<file path="src/rtl/rc4_pkg.sv">
// Shared types and default widths for the RC4 key-scheduling shuffler.
// RC4_INIT_PHASE_EN adds the INIT state that fills s[n]=n before shuffling.
package rc4_pkg;

  localparam int unsigned RC4_DATA_W        = 8;
  localparam int unsigned RC4_ADDR_W        = 8;
  localparam int unsigned RC4_MAX_KEY_BYTES = 32;
  localparam int unsigned RC4_RD_LAT        = 1;

  typedef enum logic [2:0] {
    IDLE,
`ifdef RC4_INIT_PHASE_EN
    INIT,
`endif
    ISSUE_I,
    WAIT_I,
    ISSUE_J,
    WAIT_J,
    WR_I,
    WR_J
  } ksa_state_t;

endpackage

</file>
<file path="src/rtl/ksa_shuffler_if.sv">
// RAM port bundle between the shuffler (master) and the state RAM (slave).
interface ksa_shuffler_if #(
  parameter int unsigned DATA_W = rc4_pkg::RC4_DATA_W,
  parameter int unsigned ADDR_W = rc4_pkg::RC4_ADDR_W
) ();

  logic [ADDR_W-1:0] address;
  logic [DATA_W-1:0] ram_in;
  logic              write_enable;
  logic [DATA_W-1:0] ram_out;

  modport master (output address, output ram_in, output write_enable, input ram_out);
  modport slave  (input address, input ram_in, input write_enable, output ram_out);

endinterface

</file>
<file path="src/rtl/rc4_key_sched.sv">
// Latched key, effective key length and wrapping key-index counter (i mod len without a divider).
module rc4_key_sched
  import rc4_pkg::*;
#(
  parameter int unsigned DATA_W        = RC4_DATA_W,
  parameter int unsigned MAX_KEY_BYTES = RC4_MAX_KEY_BYTES
) (
  input  logic                                clk,
  input  logic                                reset,
  input  logic                                load,
  input  logic                                advance,
  input  logic [MAX_KEY_BYTES*DATA_W-1:0]     key,
  input  logic [$clog2(MAX_KEY_BYTES+1)-1:0]  key_len,
  output logic [DATA_W-1:0]                   key_byte
);

  localparam int unsigned LEN_W = $clog2(MAX_KEY_BYTES + 1);
  localparam int unsigned NSLOT = 1 << LEN_W;
  localparam logic [LEN_W-1:0] MAX_LEN = LEN_W'(MAX_KEY_BYTES);

  logic [MAX_KEY_BYTES*DATA_W-1:0] key_q;
  logic [LEN_W-1:0]                len_q;
  logic [LEN_W-1:0]                idx_q;
  logic [LEN_W-1:0]                len_eff;
  logic [DATA_W-1:0]               slot [NSLOT];

  // Byte 0 is the most significant byte; slots past the key capacity read as zero.
  for (genvar g = 0; g < NSLOT; g++) begin : g_slot
    if (g < MAX_KEY_BYTES) begin : g_key
      assign slot[g] = key_q[(MAX_KEY_BYTES-1-g)*DATA_W +: DATA_W];
    end else begin : g_pad
      assign slot[g] = '0;
    end
  end

  assign key_byte = slot[idx_q];
  assign len_eff  = ((key_len == '0) || (key_len > MAX_LEN)) ? MAX_LEN : key_len;

  always_ff @(posedge clk) begin
    if (reset) begin
      key_q <= '0;
      len_q <= '0;
      idx_q <= '0;
    end else if (load) begin
      key_q <= key;
      len_q <= len_eff;
      idx_q <= '0;
    end else if (advance) begin
      idx_q <= (LEN_W'(idx_q + 1'b1) == len_q) ? '0 : LEN_W'(idx_q + 1'b1);
    end
  end

endmodule

</file>
<file path="src/rtl/ksa_shuffler.sv">
// RC4 key-scheduling shuffle over an external RAM with RD_LAT-cycle reads.
// Define RC4_INIT_PHASE_EN to fill s[n]=n in an INIT phase before shuffling.
module ksa_shuffler
  import rc4_pkg::*;
#(
  parameter int unsigned DATA_W        = RC4_DATA_W,
  parameter int unsigned ADDR_W        = RC4_ADDR_W,
  parameter int unsigned MAX_KEY_BYTES = RC4_MAX_KEY_BYTES,
  parameter int unsigned RD_LAT        = RC4_RD_LAT
) (
  input  logic                                clk,
  input  logic                                reset,
  input  logic                                start,
  input  logic                                abort,
  input  logic [MAX_KEY_BYTES*DATA_W-1:0]     key,
  input  logic [$clog2(MAX_KEY_BYTES+1)-1:0]  key_len,
  output logic                                busy,
  output logic                                done,
  ksa_shuffler_if.master                      ram
);

  localparam logic [1:0] LAST_WAIT = 2'(RD_LAT - 1);

  ksa_state_t        state, state_nxt;
  logic [ADDR_W-1:0] i, i_nxt, j, j_nxt, j_sum, addr_q, addr_nxt;
  logic [DATA_W-1:0] si, si_nxt, sj, sj_nxt, din_q, din_nxt, key_byte;
  logic [1:0]        wait_cnt, wait_nxt;
  logic              we_q, we_nxt, done_nxt, busy_nxt, key_load, key_adv;
`ifdef RC4_INIT_PHASE_EN
  logic [ADDR_W-1:0] init_cnt, init_nxt;
`endif

  assign ram.address      = addr_q;
  assign ram.ram_in       = din_q;
  assign ram.write_enable = we_q;

  rc4_key_sched #(
    .DATA_W        (DATA_W),
    .MAX_KEY_BYTES (MAX_KEY_BYTES)
  ) u_key_sched (
    .clk      (clk),
    .reset    (reset),
    .load     (key_load),
    .advance  (key_adv),
    .key      (key),
    .key_len  (key_len),
    .key_byte (key_byte)
  );

  assign j_sum = j + ADDR_W'(ram.ram_out) + ADDR_W'(key_byte);

  always_ff @(posedge clk) begin
    if (reset) begin
      state    <= IDLE;
      i        <= '0;
      j        <= '0;
      si       <= '0;
      sj       <= '0;
      wait_cnt <= '0;
      addr_q   <= '0;
      din_q    <= '0;
      we_q     <= 1'b0;
      done     <= 1'b0;
      busy     <= 1'b0;
`ifdef RC4_INIT_PHASE_EN
      init_cnt <= '0;
`endif
    end else begin
      state    <= state_nxt;
      i        <= i_nxt;
      j        <= j_nxt;
      si       <= si_nxt;
      sj       <= sj_nxt;
      wait_cnt <= wait_nxt;
      addr_q   <= addr_nxt;
      din_q    <= din_nxt;
      we_q     <= we_nxt;
      done     <= done_nxt;
      busy     <= busy_nxt;
`ifdef RC4_INIT_PHASE_EN
      init_cnt <= init_nxt;
`endif
    end
  end

  // Bus outputs are loaded on entry to a state so they are valid for that whole state.
  always_comb begin
    state_nxt = state;
    i_nxt     = i;
    j_nxt     = j;
    si_nxt    = si;
    sj_nxt    = sj;
    wait_nxt  = wait_cnt;
    addr_nxt  = addr_q;
    din_nxt   = din_q;
    we_nxt    = 1'b0;
    done_nxt  = 1'b0;
    key_load  = 1'b0;
    key_adv   = 1'b0;
`ifdef RC4_INIT_PHASE_EN
    init_nxt  = init_cnt;
`endif
    case (state)
      IDLE: begin
        if (start) begin
          key_load = 1'b1;
          i_nxt    = '0;
          j_nxt    = '0;
          addr_nxt = '0;
`ifdef RC4_INIT_PHASE_EN
          state_nxt = INIT;
          init_nxt  = '0;
          din_nxt   = '0;
          we_nxt    = 1'b1;
`else
          state_nxt = ISSUE_I;
`endif
        end
      end
`ifdef RC4_INIT_PHASE_EN
      INIT: begin
        if (&init_cnt) begin
          state_nxt = ISSUE_I;
          addr_nxt  = i;
        end else begin
          init_nxt = ADDR_W'(init_cnt + 1'b1);
          addr_nxt = ADDR_W'(init_cnt + 1'b1);
          din_nxt  = DATA_W'(init_cnt + 1'b1);
          we_nxt   = 1'b1;
        end
      end
`endif
      ISSUE_I: begin
        state_nxt = WAIT_I;
        wait_nxt  = '0;
      end
      WAIT_I: begin
        if (wait_cnt == LAST_WAIT) begin
          si_nxt    = ram.ram_out;
          j_nxt     = j_sum;
          addr_nxt  = j_sum;
          state_nxt = ISSUE_J;
        end else begin
          wait_nxt = wait_cnt + 2'd1;
        end
      end
      ISSUE_J: begin
        state_nxt = WAIT_J;
        wait_nxt  = '0;
      end
      WAIT_J: begin
        if (wait_cnt == LAST_WAIT) begin
          sj_nxt    = ram.ram_out;
          addr_nxt  = i;
          din_nxt   = ram.ram_out;
          we_nxt    = 1'b1;
          state_nxt = WR_I;
        end else begin
          wait_nxt = wait_cnt + 2'd1;
        end
      end
      WR_I: begin
        addr_nxt  = j;
        din_nxt   = si;
        we_nxt    = 1'b1;
        state_nxt = WR_J;
      end
      WR_J: begin
        if (&i) begin
          done_nxt  = 1'b1;
          state_nxt = IDLE;
        end else begin
          i_nxt     = ADDR_W'(i + 1'b1);
          addr_nxt  = ADDR_W'(i + 1'b1);
          key_adv   = 1'b1;
          state_nxt = ISSUE_I;
        end
      end
      default: state_nxt = IDLE;
    endcase
    // Abort wins over everything; a write already on the bus completes at this edge.
    if (abort && (state != IDLE)) begin
      state_nxt = IDLE;
      we_nxt    = 1'b0;
      done_nxt  = 1'b0;
      key_adv   = 1'b0;
    end
    busy_nxt = (state_nxt != IDLE);
  end

endmodule

</file>
<file path="src/flat_wrapper.sv">
// flat-port wrapper written by rule: the top's interface ports become plain ports
module ksa_shuffler_flat import rc4_pkg::*;
#(
  parameter int unsigned DATA_W        = RC4_DATA_W,
  parameter int unsigned ADDR_W        = RC4_ADDR_W,
  parameter int unsigned MAX_KEY_BYTES = RC4_MAX_KEY_BYTES,
  parameter int unsigned RD_LAT        = RC4_RD_LAT
)
  (clk, reset, start, abort, key, key_len, busy, done, ram_address, ram_ram_in, ram_write_enable, ram_ram_out);
  ksa_shuffler_if #(.DATA_W(DATA_W), .ADDR_W(ADDR_W)) ram_i ();
  input  logic clk;
  input  logic reset;
  input  logic start;
  input  logic abort;
  input  logic [MAX_KEY_BYTES*DATA_W-1:0] key;
  input  logic [$clog2(MAX_KEY_BYTES+1)-1:0] key_len;
  output logic busy;
  output logic done;
  output wire logic [$bits(ram_i.address)-1:0] ram_address;
  output wire logic [$bits(ram_i.ram_in)-1:0] ram_ram_in;
  output wire logic [$bits(ram_i.write_enable)-1:0] ram_write_enable;
  input wire logic [$bits(ram_i.ram_out)-1:0] ram_ram_out;
  assign ram_address = ram_i.address;
  assign ram_ram_in = ram_i.ram_in;
  assign ram_write_enable = ram_i.write_enable;
  assign ram_i.ram_out = ram_ram_out;
  ksa_shuffler #(.DATA_W(DATA_W), .ADDR_W(ADDR_W), .MAX_KEY_BYTES(MAX_KEY_BYTES), .RD_LAT(RD_LAT)) u_core (.clk(clk), .reset(reset), .start(start), .abort(abort), .key(key), .key_len(key_len), .busy(busy), .done(done), .ram(ram_i));
endmodule
</file>
<file path="config.mk">
export PLATFORM = sky130hd
export DESIGN_NAME = ksa_shuffler_flat
export DESIGN_NICKNAME = d
export VERILOG_FILES = /design/src/rtl/rc4_pkg.sv /design/src/rtl/ksa_shuffler_if.sv /design/src/rtl/rc4_key_sched.sv /design/src/rtl/ksa_shuffler.sv /design/src/flat_wrapper.sv
export SDC_FILE = /design/constraint.sdc
export NUM_CORES = 1
export LEC_CHECK = 0
export ABC_AREA = 0
export BUFFER_PORTS_ARGS = -buffer_cell sky130_fd_sc_hd__buf_4
export CAP_MARGIN = 40
export CORE_ASPECT_RATIO = 1.75
export CORE_MARGIN = 2
export CORE_UTILIZATION = 50
export DETAILED_ROUTE_END_ITERATION = 8
export PLACE_DENSITY = 0.76
export SLEW_MARGIN = 15
export SYNTH_ARGS = -nofsm -noshare
export SYNTH_HDL_FRONTEND = slang
export SYNTH_SLANG_ARGS = --single-unit
</file>
<file path="constraint.sdc">
create_clock -name clk -period 5.6 [get_ports clk]
set_input_delay 1.12 -clock clk [delete_from_list [all_inputs] [get_ports clk]]
set_output_delay 1.12 -clock clk [all_outputs]
set_load 0.01 [all_outputs]
</file>
==> summary.txt <==
Yosys
  – Synth top area share: 45.0%
  – Post-synth EDFFs: 0
  – Syn Area/Cell: 8.50 µm²
  – Yosys reg bits: 316
  – Yosys warning count: 0
  – Post-synthesis sequential area ratio: 45.0%
  – Top post-synthesis cells by area: dfxtp_1 45%, nand2_1 15%, mux4_2 12%
  – Most common flop cell mapped by yosys: dfxtp_1
  – Leading area contributor after synthesis: dfxtp_1
  – Library cells used by synthesis: 52
  – Mapped cell area: 14100 µm²
  – Mapped Nets: 1945
  – Cell count after synthesis: 1654
  – Post-synth ARST share: 0%

Clock tree
  – Clk buf depth: 3
  – Post-cts gate resize count: 0
  – Worst-path clk slew: 0.06 ns
  – Root buf cell: clkbuf_16
  – CTS Hold Buffers Added: 0
  – Number of CTS-inserted buffers: 29
  – Sink Count: 316
  – CTS tree: built
  – Post-CTS Setup Bufs: 0
  – Clk Latency, worst-skew pair: 0.56 ns
  – H-Tree Depth: 1

Die
  – Die width: 131 µm
  – Starting density of the core: 50.7%
  – Die Area: 29500 µm²
  – Core area: 27800 µm²
  – Rows: 81
  – Die H: 226 µm
  – I/O pin cnt: 293

Placed design
  – DP HPWL: 31300 µm
  – Routability Congestion: 0.890
  – Post-Place Setup Slack: 0.896 ns
  – PortBufs: 292

Power
  – VDD IR max: 0.217 mV
  – Leakage power: 6.80 nW
  – Reg power frac: 47.2%
  – Comb power frac: 12.3%
  – Pint: 3.90 mW
  – Switching share of power: 25.2%
  – PD cells: 299 nW/µm²
  – Clock Power Share: 40.5%
  – Psw: 1.31 mW

STA
  – Number of max-slew violations in the final report: 0
  – Max Clk Rate: 0.213 GHz
  – Final hold violation count: 0
  – Fin Clk Skew: 0.00730 ns
  – Worst-margin pin slew: 1.13 ns
  – Unrepaired setup endpoints after global routing: no
  – Fin crit period: 4.70 ns
  – Final Setup Violations: 0
  – Max-Slew Margin vs Limit: 24.4%
  – Final WS setup: 0.901 ns
  – Period Utilization, post-route: 83.9%
  – Setup TNS: 0 ns

Global route
  – Largest net degree at the start of global routing: 187
  – First-pass GRT wire length: 65300 µm
  – Vias in the first global route: 12.4k
  – Overflow after GRT: 0
  – Antenna violations before repair: 0
  – Gr usage total: 28.7%

Outcome
  – Status: finished, final reports clean

Drt
  – DRC violations left: 0
  – DRT iter0 DRCs: 1051
  – Vias: 12.7k
  – Total wire length: 42700 µm
  – Via/cell ratio: 5.60
  – DRT Pass-1 Iters: 7
  – Routed Antenna Nets: 0
  – Routed WL per cell: 18.9 µm

Critical path
  – CP startpoint kind: register
  – Worst setup EP type: register
  – Critical path class: register to register
  – Critical path required time: 6.06 ns
  – Critical Path AT: 5.16 ns
  – Worst-path fanout max: 28

Finish
  – Area growth syn-to-layout: 23.8%
  – Post-layout nets: 2154
  – ANT cells: 0
  – Share of cells above drive strength 1: 24.1%

Min path
  – Hold Path Class: register to register

Flow run
  – Max-cap violations: 0
sequential cells by signal, indices dropped and copies added (netlist names), 6 cells and up:
signal                    flops
u_core.ram.ram_in             8
u_core.u_key_sched.key_q    256
u_core.ram.address            8
u_core.u_key_sched.idx_q      6
u_core.j                      8
u_core.si                     8
u_core.u_key_sched.len_q      6
u_core.i                      8
synthesized netlist by cell type, drive strengths merged, types with 3 or more instances:
master	n
nand2	576
dfxtp	316
a21oi	299
clkbuf	108
mux4	78
nor2	49
buf	24
nand3	21
inv	19
mux2i	14
o21ai	14
xnor2	14
a22oi	10
a311oi	10
ha	9
fa	8
xor2	8
and3	7
nand3b	7
nor2b	7
or2	6
a31oi	5
nand2b	4
nor3	4
a211oi	3
mux2	3
nand4	3
o21bai	3
or3	3
path summary, 6_finish.rpt:
kind	startpoint	end	slack [ns]	cells after the start
max reg2reg	u_core.u_key_sched.idx_q[0]$_SDFFE_PP0P_	u_core.ram.address[7]$_SDFFE_PP0P_	0.90	16
max	u_core.u_key_sched.idx_q[0]$_SDFFE_PP0P_	u_core.ram.address[7]$_SDFFE_PP0P_	0.90	16
min reg2reg	u_core.si[7]$_SDFFE_PP0P_	u_core.si[7]$_SDFFE_PP0P_	0.46	2
min	u_core.si[7]$_SDFFE_PP0P_	u_core.si[7]$_SDFFE_PP0P_	0.46	2
per-layer routing:
layer  vias up  GRT usage, %  share of wire, %
met5         -             0                 0
met4         0          19.0               7.4
met3       136          3.01               5.0
met2       522          48.4                51
met1      5983          34.0                37
li1       6018             -                 -
worst max-delay path: stages (launching register included):
cell and delay [ns]:
dfxtp_4 0.72, buf_4 0.33, mux4_2 0.53, mux4_2 0.50
mux2i_1 0.18, or2_1 0.14, fa_1 0.15, inv_1 0.04
ha_1 0.21, fa_1 0.49, a211oi_1 0.33, o21bai_1 0.12
a21oi_1 0.18, xnor2_1 0.10, xnor2_1 0.22, nand2_1 0.08
a221oi_1 0.27
kinds of logic (layout without fill, tap and decap cells):
group                    after synthesis  count (layout)  synth area share, %
AND/OR/NAND/NOR                      695             695                 19.7
flip-flops                           316             316                 45.0
adder cells (fa/ha/maj)               17              17                 1.94
AO/OA/AOI/OAI                        358             358                 13.8
multiplexers                          95              95                 13.7
XOR/XNOR                              22              22                 1.37
buffers and inverters                151             383                 4.42
power groups by stage:
| stage | Clock, mW | Combinational [mW] | Sequential, mW |
|---|---|---|---|
| global placement | 0 | 0.621 | 2.50 |
| floorplan | 0 | 0.368 | 2.47 |
| detailed placement | 0 | 0.635 | 2.50 |
| global route | 2.21 | 0.699 | 2.47 |
| finish | 2.11 | 0.639 | 2.46 |
| CTS | 2.13 | 0.638 | 2.45 |
area by class of cell:
cell class	count	area, µm²
Fill cell	2413	10400
Clock inverter	15	190
Timing Repair Buffer	310	2380
Multi-Input combinational cell	1187	7130
Inverter	19	71.3
Clock buffer	39	833
Sequential cell	316	6330
Tap cell	373	467
placed cells by master (no fill, tap or decap), types with 3 or more instances in the layout:
| cell | Yosys | layout |
|---|---|---|
| nand2_1 | 576 | 575 |
| dfxtp_1 | 316 | 313 |
| buf_4 | 3 | 305 |
| a21oi_1 | 298 | 298 |
| mux4_2 | 78 | 78 |
| nor2_1 | 49 | 49 |
| clkbuf_16 | 0 | 29 |
| inv_1 | 19 | 19 |
| nand3_1 | 19 | 19 |
| mux2i_1 | 14 | 14 |
| xnor2_1 | 14 | 14 |
| a22oi_1 | 10 | 10 |
| a311oi_1 | 10 | 10 |
| o21ai_0 | 10 | 10 |
| ha_1 | 9 | 9 |
| xor2_1 | 8 | 8 |
| fa_1 | 8 | 8 |
| nor2b_1 | 7 | 7 |
| nand3b_1 | 7 | 7 |
| and3_1 | 7 | 7 |
| clkbuf_8 | 0 | 7 |
| clkinv_2 | 0 | 7 |
| or2_1 | 4 | 4 |
| nand2b_1 | 4 | 4 |
| a31oi_1 | 4 | 4 |
| o21ai_1 | 4 | 4 |
| nor3_1 | 4 | 4 |
| bufinv_16 | 0 | 4 |
| buf_12 | 0 | 4 |
| o21bai_1 | 3 | 3 |
| a211oi_1 | 3 | 3 |
| or3_1 | 3 | 3 |
| nand4_1 | 3 | 3 |
| mux2_2 | 3 | 3 |
| clkbuf_1 | 107 | 3 |
metrics by stage:
stage                     hold WS (ns)  cells  instance area (µm²)  power [mW]  util [%]
final                            0.456   2259                17400        5.21      62.7
after global routing             0.475   2259                17400        5.38      62.7
after CTS                        0.452   2259                17400        5.22      62.7
after detailed placement         0.443   2205                16400        3.14      59.0
after global placement           0.440   2203                16400        3.12      58.9
after floorplan                  0.433   1654                14100        2.83         -
No activity file was read; power rests on OpenSTA's default activity.
